### config.mk
export PLATFORM = sky130hd
export DESIGN_NAME = uart_tx_fifo
export DESIGN_NICKNAME = d
export VERILOG_FILES = /design/src/rtl/uart_tx_fifo.sv
export SDC_FILE = /design/constraint.sdc
export NUM_CORES = 1
export LEC_CHECK = 0
export CAP_MARGIN = 20
export CORE_MARGIN = 2
export CORE_UTILIZATION = 51
export DETAILED_ROUTE_END_ITERATION = 8
export PLACE_DENSITY = 0.7
export SLEW_MARGIN = 30
export SYNTH_ARGS = -nofsm -noshare
export SYNTH_HDL_FRONTEND = slang
export SYNTH_SLANG_ARGS = --single-unit
### constraint.sdc
create_clock -name CLOCK -period 3.35 [get_ports CLOCK]
set_input_delay 0.67 -clock CLOCK [delete_from_list [all_inputs] [get_ports CLOCK]]
set_output_delay 0.67 -clock CLOCK [all_outputs]
set_load 0.01 [all_outputs]
### src/rtl/uart_tx_fifo.sv
// uart_tx_fifo: valid/ready FIFO feeding a UART serialiser.
// Frames run back-to-back while words are queued. Word width, bit period,
// parity mode and stop-bit count are all set by parameters.
//
// state   | meaning
// --------+------------------------------------------------------------
// S_IDLE  | line high, waiting for a queued word
// S_START | start bit (line low) for WAIT_TIME cycles
// S_DATA  | DATA_WIDTH data bits, LSB first
// S_PAR   | single parity bit (only when PARITY != 0)
// S_STOP  | STOP_BITS stop bits (line high); pops the next word on the last cycle
module uart_tx_fifo #(
  parameter int DATA_WIDTH = 8,
  parameter int WAIT_TIME  = 10,
  parameter int DEPTH      = 4,
  parameter int PARITY     = 0,
  parameter int STOP_BITS  = 1
) (
  input  logic                   CLOCK,
  input  logic                   RESET,
  input  logic [DATA_WIDTH-1:0]  data,
  input  logic                   valid,
  output logic                   ready,
  output logic                   UART_TX,
  output logic                   busy,
  output logic [$clog2(DEPTH):0] count
);

  localparam int PW   = $clog2(DEPTH);
  localparam int CNTW = PW + 1;
  localparam int CW   = (WAIT_TIME > 1) ? $clog2(WAIT_TIME) : 1;
  // DATA_WIDTH >= 5 gives at least 3 bits, which also covers the stop-bit index
  localparam int BW   = $clog2(DATA_WIDTH);

  localparam logic [CW-1:0]   BAUD_LAST = CW'(WAIT_TIME - 1);
  localparam logic [BW-1:0]   BIT_LAST  = BW'(DATA_WIDTH - 1);
  localparam logic [BW-1:0]   STOP_LAST = BW'(STOP_BITS - 1);
  localparam logic [CNTW-1:0] FULL      = CNTW'(DEPTH);

  localparam logic [2:0] S_IDLE  = 3'd0;
  localparam logic [2:0] S_START = 3'd1;
  localparam logic [2:0] S_DATA  = 3'd2;
  localparam logic [2:0] S_PAR   = 3'd3;
  localparam logic [2:0] S_STOP  = 3'd4;

  logic [DATA_WIDTH-1:0] mem_q [DEPTH];
  logic [PW-1:0]         wr_ptr_q, rd_ptr_q;
  logic [CNTW-1:0]       count_q;

  logic [2:0]            state_q, state_d;
  logic [CW-1:0]         baud_q, baud_d;
  logic [BW-1:0]         bit_q, bit_d;
  logic [DATA_WIDTH-1:0] shift_q, shift_d;
  logic                  par_q, par_d;
  logic                  tx_q, tx_d;

  logic                  push, pop, baud_end;
  logic [DATA_WIDTH-1:0] head;

  assign ready    = (count_q != FULL);
  assign push     = valid && ready;
  assign baud_end = (baud_q == BAUD_LAST);
  // An empty FIFO can only be popped from S_STOP when a push lands in the
  // same cycle; the incoming word is forwarded straight to the serialiser.
  assign head     = (count_q == '0) ? data : mem_q[rd_ptr_q];

  assign UART_TX = tx_q;
  assign count   = count_q;
  assign busy    = (state_q != S_IDLE) || (count_q != '0);

  // FIFO storage: written on every accepted push, contents need no reset
  always_ff @(posedge CLOCK) begin
    if (push) mem_q[wr_ptr_q] <= data;
  end

  // FIFO pointers and occupancy
  always_ff @(posedge CLOCK or posedge RESET) begin
    if (RESET) begin
      wr_ptr_q <= '0;
      rd_ptr_q <= '0;
      count_q  <= '0;
    end else begin
      if (push) wr_ptr_q <= wr_ptr_q + 1'b1;
      if (pop)  rd_ptr_q <= rd_ptr_q + 1'b1;
      case ({push, pop})
        2'b10:   count_q <= count_q + 1'b1;
        2'b01:   count_q <= count_q - 1'b1;
        default: count_q <= count_q;
      endcase
    end
  end

  // Serialiser next-state: line level is computed for the state being entered
  always_comb begin
    state_d = state_q;
    baud_d  = baud_q;
    bit_d   = bit_q;
    shift_d = shift_q;
    par_d   = par_q;
    tx_d    = tx_q;
    pop     = 1'b0;
    case (state_q)
      S_IDLE: begin
        tx_d = 1'b1;
        if (count_q != '0) begin
          pop     = 1'b1;
          shift_d = head;
          par_d   = (PARITY == 1) ? ~(^head) : (^head);
          state_d = S_START;
          baud_d  = '0;
          bit_d   = '0;
          tx_d    = 1'b0;
        end
      end
      S_START: begin
        if (baud_end) begin
          state_d = S_DATA;
          baud_d  = '0;
          bit_d   = '0;
          tx_d    = shift_q[0];
        end else begin
          baud_d = baud_q + 1'b1;
        end
      end
      S_DATA: begin
        if (baud_end) begin
          baud_d = '0;
          if (bit_q == BIT_LAST) begin
            bit_d = '0;
            if (PARITY != 0) begin
              state_d = S_PAR;
              tx_d    = par_q;
            end else begin
              state_d = S_STOP;
              tx_d    = 1'b1;
            end
          end else begin
            bit_d   = bit_q + 1'b1;
            shift_d = shift_q >> 1;
            tx_d    = shift_q[1];
          end
        end else begin
          baud_d = baud_q + 1'b1;
        end
      end
      S_PAR: begin
        if (baud_end) begin
          state_d = S_STOP;
          baud_d  = '0;
          bit_d   = '0;
          tx_d    = 1'b1;
        end else begin
          baud_d = baud_q + 1'b1;
        end
      end
      S_STOP: begin
        if (baud_end) begin
          baud_d = '0;
          if (bit_q == STOP_LAST) begin
            bit_d = '0;
            if ((count_q != '0) || push) begin
              pop     = 1'b1;
              shift_d = head;
              par_d   = (PARITY == 1) ? ~(^head) : (^head);
              state_d = S_START;
              tx_d    = 1'b0;
            end else begin
              state_d = S_IDLE;
              tx_d    = 1'b1;
            end
          end else begin
            bit_d = bit_q + 1'b1;
          end
        end else begin
          baud_d = baud_q + 1'b1;
        end
      end
      default: begin
        state_d = S_IDLE;
        tx_d    = 1'b1;
      end
    endcase
  end

  // Serialiser registers; reset forces the line high and abandons any frame
  always_ff @(posedge CLOCK or posedge RESET) begin
    if (RESET) begin
      state_q <= S_IDLE;
      baud_q  <= '0;
      bit_q   <= '0;
      shift_q <= '0;
      par_q   <= 1'b0;
      tx_q    <= 1'b1;
    end else begin
      state_q <= state_d;
      baud_q  <= baud_d;
      bit_q   <= bit_d;
      shift_q <= shift_d;
      par_q   <= par_d;
      tx_q    <= tx_d;
    end
  end

endmodule
# Word-level counts from Yosys, hierarchy flattened
# Memories as Yosys holds them, arrays and structs flattened.
# Cells that the tools add are included.
[op_classes]
n_addsub = 6
eq_ne = 19
n_mux = 44
reduce_logical = 19
[ops]
columns = ["operator", "n"]
rows = [
  ["8-bit 2-to-1 mux", 7],
  ["3-bit 2-to-1 mux", 13],
  ["8-bit one-hot mux with 3 select lines", 1],
  ["2-bit != test, second input constant", 9],
  ["1-bit 2-to-1 mux", 15],
  ["3-bit one-hot mux with 5 select lines", 1],
  ["7-bit AND reduction", 2],
  ["3-bit one-hot mux with 4 select lines", 1],
  ["5-bit AND reduction", 2],
  ["3-bit zero test", 3],
  ["3-bit nonzero test", 3],
  ["4-bit 2-to-1 mux", 2],
  ["4-bit one-hot mux with 2 select lines", 1],
  ["3-bit by 1-bit adder with 3-bit output, second input constant", 2],
  ["3-bit by 2-bit equality test with 1-bit output, second input constant", 2],
  ["3-bit equality test, second input constant", 2],
  ["3-bit one-hot mux with 2 select lines", 1],
  ["1-bit one-hot mux with 5 select lines", 1],
  ["2-bit by 1-bit adder with 2-bit output, second input constant", 2],
  ["4-bit by 1-bit adder with 4-bit output, second input constant", 1],
  ["4-bit equality test, second input constant", 1],
  ["2-bit nonzero test", 2],
  ["4-bit nonzero test", 1],
  ["4-bit OR reduction", 1],
  ["other kinds (11)", 12],
]
[word_totals]
ff_bits = 26
ramBits = 32
out_inout_bits = 6
memories = 1
[memory_table]
columns = ["name", "depth", "word_bits", "read_ports", "rd_ports_with_merged_regs", "wr", "line_no", "rtl"]
rows = [
  ["mem_q", 4, 8, 1, 0, 1, "46", "logic [DATA_WIDTH-1:0] mem_q [DEPTH];"],
]

# Depth between registers and ports, before layout
[logic_depth]
depth_word = 9
ltp_mapped = 13
depth_no_buf = 12

# Worst setup path after synthesis
# No wires, ideal clock.
[synth_timing]
kind = "register -> register"
startpoint = "register bit_q[0]"
endpoint = "register count_q[2], in the netlist count[2]"
setup_time_ns = 0.079
arrival_time_ns = 2.797
slack_ns = 0.474
stages_incl_launch_ff = 14
n_path_buf = 1
period_less_slack_ns = 2.876
cell_sequence = "dfrtp_1 -> inv_1 -> ha_1 -> or2b_1 -> a22o_1 -> or4_1 -> buf_6 -> a21oi_4 -> ha_1 -> inv_1 -> fa_1 -> xor2_1 -> nor2_1 -> xor2_1"
[synth_between]
elab_chain_cells = 6
word_cells_on_any_way = 8
classes_between = "eq/ne: 2; mux: 4; reduce/logical: 2"
[synth_rtl]
columns = ["element", "line_no", "rtl"]
rows = [
  ["start, declared", "52", "logic [BW-1:0] bit_q, bit_d;"],
  ["start signal, assigned", "197", "bit_q <= bit_d;"],
  ["3-bit zero test *", "159", "if (bit_q == STOP_LAST) begin"],
  ["1-bit 2-to-1 mux *", "159", ""],
  ["1-bit 2-to-1 mux *", "157", "if (baud_end) begin"],
  ["1-bit one-hot mux with 2 select lines *", "102", "case (state_q)"],
  ["named net pop", "57", "logic push, pop, baud_end;"],
  ["2-bit by 1-bit equality test with 1-bit output / 2-bit equality test (equally long branches)", "85", "case ({push, pop})"],
  ["3-bit one-hot mux with 2 select lines / 2-bit nonzero test (equally long branches)", "-", ""],
  ["end signal, assigned", "86", "2'b10: count_q <= count_q + 1'b1;"],
  ["end signal, assigned", "87", "2'b01: count_q <= count_q - 1'b1;"],
  ["end signal, assigned", "88", "default: count_q <= count_q;"],
  ["end, declared", "48", "logic [CNTW-1:0] count_q;"],
]
# Mark *: on every way through the listed nets, which the timed path passes. The rest lies on a longest branch.
# A chain may end at the register's enable or synchronous reset.

# Final worst setup path
[layout_timing]
startpoint = "input port valid"
endpoint = "register count_q[2], in the netlist count[2]"
[layout_between]
elab_chain_cells = 8
word_cells_on_any_way = 10
classes_between = "eq/ne: 2; mux: 5; reduce/logical: 3"
[layout_rtl]
columns = ["element", "line_no", "rtl"]
rows = [
  ["start, declared", "22", "input logic valid,"],
  ["1-bit logical AND *", "61", "assign push = valid && ready;"],
  ["1-bit logical OR *", "161", "if ((count_q != '0) || push) begin"],
  ["1-bit 2-to-1 mux *", "161", ""],
  ["1-bit 2-to-1 mux *", "159", ""],
  ["1-bit 2-to-1 mux *", "157", ""],
  ["1-bit one-hot mux with 2 select lines *", "102", ""],
  ["named net pop", "57", ""],
  ["2-bit by 1-bit equality test with 1-bit output / 2-bit equality test (equally long branches)", "85", ""],
  ["3-bit one-hot mux with 2 select lines / 2-bit nonzero test (equally long branches)", "-", ""],
]
# Marks and branches as above.

==> impl_metrics.json <==
{
  "syn_area_sq_um": 2760,
  "drt_first_iter_violations": 100,
  "gp_congestion": 0.743,
  "cts_made_buffers": 9,
  "rows": 26,
  "coreArea_sq_um": 5170,
  "critical-path-max-stage-delay_ps": 590,
  "final_util": 0.611,
  "die_area_sq_um": 6020,
  "async_reset_ff_frac": 0.448,
  "wire_per_inst_um": 14.7,
  "p_per_area_nw_per_um2": 620,
  "clock_path_buffers": 2,
  "cts_root_buf": "clkbuf_8",
  "syn_nets": 242,
  "arrival_ps": 3150,
  "grt_pass1_wl_mm": 8.22,
  "fin_setup_tns_ps": 0,
  "crit_type": "in -> reg",
  "synth-edff-count": 32,
  "detail-route-antenna-nets": 0,
  "antenna_cells": 0,
  "insertion_delay_ps": 320,
  "port-buffer-count": 16,
  "grt_pass1_vias": 1724,
  "crit_fanout": 6,
  "clk_pin_slew_ps": 60,
  "vias": 1683,
  "ys_warn_count": 0,
  "yosysSeqAreaShare": 0.584,
  "syn2layout_area_growth_pct": 14.5,
  "finalSetupViolCount": 0,
  "drt_wl_total_mm": 4.66,
  "slew_headroom": 0.554,
  "clkSinkCount": 58,
  "drt_first_pass_iters": 4,
  "drive_gt1_frac": 0.138,
  "crit_family": "simple AND/OR/NAND/NOR gates",
  "cts_setup_buffers": 0,
  "holdBufCountCts": 0,
  "run_status": "finished, final reports clean",
  "htreeDepth": 3,
  "path_cells": "clkdlybuf4s50_1, a2111oi_4, or4_1, a21oi_4, ha_1, inv_1, fa_1, xor2_1, nor2_1, xor2_1",
  "avgSynthCellArea_sq_um": 12.6,
  "ir_drop_mv": 0.479,
  "start_util": 0.534,
  "fp.dieW_um": 77.6,
  "crit_path_end_kind": "flip-flop",
  "crit_top_cell": "xor2_1",
  "gr-total-overflow": 0,
  "cp_slowest_cell": "clkdlybuf4s50_1",
  "postSynthCellCount": 220,
  "fin_skew_ps": 10.2,
  "cts_resized": 0,
  "die_h_um": 77.6,
  "worst_ep_required_time_ps": 3590,
  "mostFrequentLayoutCells": "nand2_1 (35), edfxtp_1 (32), dfrtp_1 (25)",
  "vias_per_cell": 5.31,
  "hold_violations": 0,
  "min_path_type": "reg -> reg",
  "hpwl_mm": 3.11,
  "post-route-drc-count": 0,
  "antenna_found_initial": 0,
  "track_usage": 0.181,
  "leakage_nw": 1.27,
  "final_nets": 264,
  "ys_top_cells_by_area": "edfxtp_1 (35%), dfrtp_1 (23%), mux4_2 (6.5%), nand2_1 (4.8%), ha_1 (4.5%)",
  "ys_ff_latch": 58,
  "synth_top_area_cell": "edfxtp_1",
  "worstSetupStartpointType": "input pin",
  "finalCriticalPeriod_ps": 2920,
  "grt_max_degree": 27,
  "synth_ff_type": "edfxtp_1",
  "cap_violations": 0,
  "cts_tree": "done",
  "synth_top_area_share": 0.348,
  "finalMaxSlewViolations": 0,
  "cp_num_buf_inv": 2,
  "ios": 17,
  "tightest_slew_ps": 668,
  "ys_types": 41,
  "post-route-period-util": 0.871,
  "rsz0062_at_grt": "no",
  "fmax_mhz": 343,
  "mostFrequentLayoutCell": "nand2_1"
}
## final timing paths
check,startpoint,endpoint,slack [ps],cells after the start
setup / recovery,valid,count[2]$_DFFE_PP0P_,430,10
hold / removal,shift_q[3]$_DFFE_PP0P_,shift_q[3]$_DFFE_PP0P_,470,2
setup reg to reg,bit_q[0]$_DFFE_PP0P_,count[2]$_DFFE_PP0P_,440,12
hold reg to reg,shift_q[3]$_DFFE_PP0P_,shift_q[3]$_DFFE_PP0P_,470,2
max in group asynchronous,RESET,UART_TX$_DFFE_PP1P_,2340,3
min in group asynchronous,RESET,rd_ptr_q[1]$_DFFE_PP0P_,710,3
## kinds of logic after synthesis
kind of cell,count (synthesis),synth area share
AOI/OAI and AO/OA,37,0.0861
xor gates and xnor gates,7,0.0249
adders and majority gates,11,0.0526
buffers and inverters,21,0.0494
DFF,58,0.584
muxes,10,0.0729
and+or+nand+nor,76,0.130
## tightest hold or removal path: cells and delay by family, from the launching register on
family | cells | cell delay [ps]
DFF | 1 | 340
AOI/OAI and AO/OA | 1 | 60
and+or+nand+nor | 1 | 40
## routing by layer
metal	global-route usage	wire (um)
met3	0.0488	107
met5	0	0
met1	0.246	2250
met2	0.275	2270
met4	0.0750	38
## cell type report
cell class	count	area [sq um]
tap	70	87.6
multi-input combinational	141	1010
fill	411	2010
inverter	12	45.0
sequential	58	1610
clock inverter	3	65.1
timing repair buffer	20	190
clock buffer	13	149
## cell usage after synthesis, types with 4 or more instances
library cell	instances
edfxtp_1	32
dfrtp_1	25
nand3_1	16
buf_6	5
xor2_1	4
nand2_1	35
mux4_2	8
nor2_1	9
o21ai_0	20
ha_1	10
inv_1	12
a21oi_1	6
and3_1	4
## sequential cells by signal, summed over array words and instances, names as in the netlist
signal,cells
mem_q,32
shift_q,8
baud_q,4
bit_q,3
count,3
state_q,3
rd_ptr_q,2
wr_ptr_q,2
UART_TX,1
## where the power goes
part | internal [mW] | switching [mW]
sequential | 0.873 | 0.0465
combinational | 0.149 | 0.202
clock | 0.439 | 0.251
## per-stage QoR
stage,instance area (sq um),setup WS [ps],cells,hold slack [ps],total power [mW]
final,3160,433,317,473,1.96
after global routing,3160,162,317,509,2.07
after CTS,3160,406,317,482,1.98
after detailed placement,2950,99.1,301,467,1.29
after global placement,2950,157,301,457,1.28
after floorplan,2760,474,220,444,1.15
No activity file was read; power rests on OpenSTA's default activity.
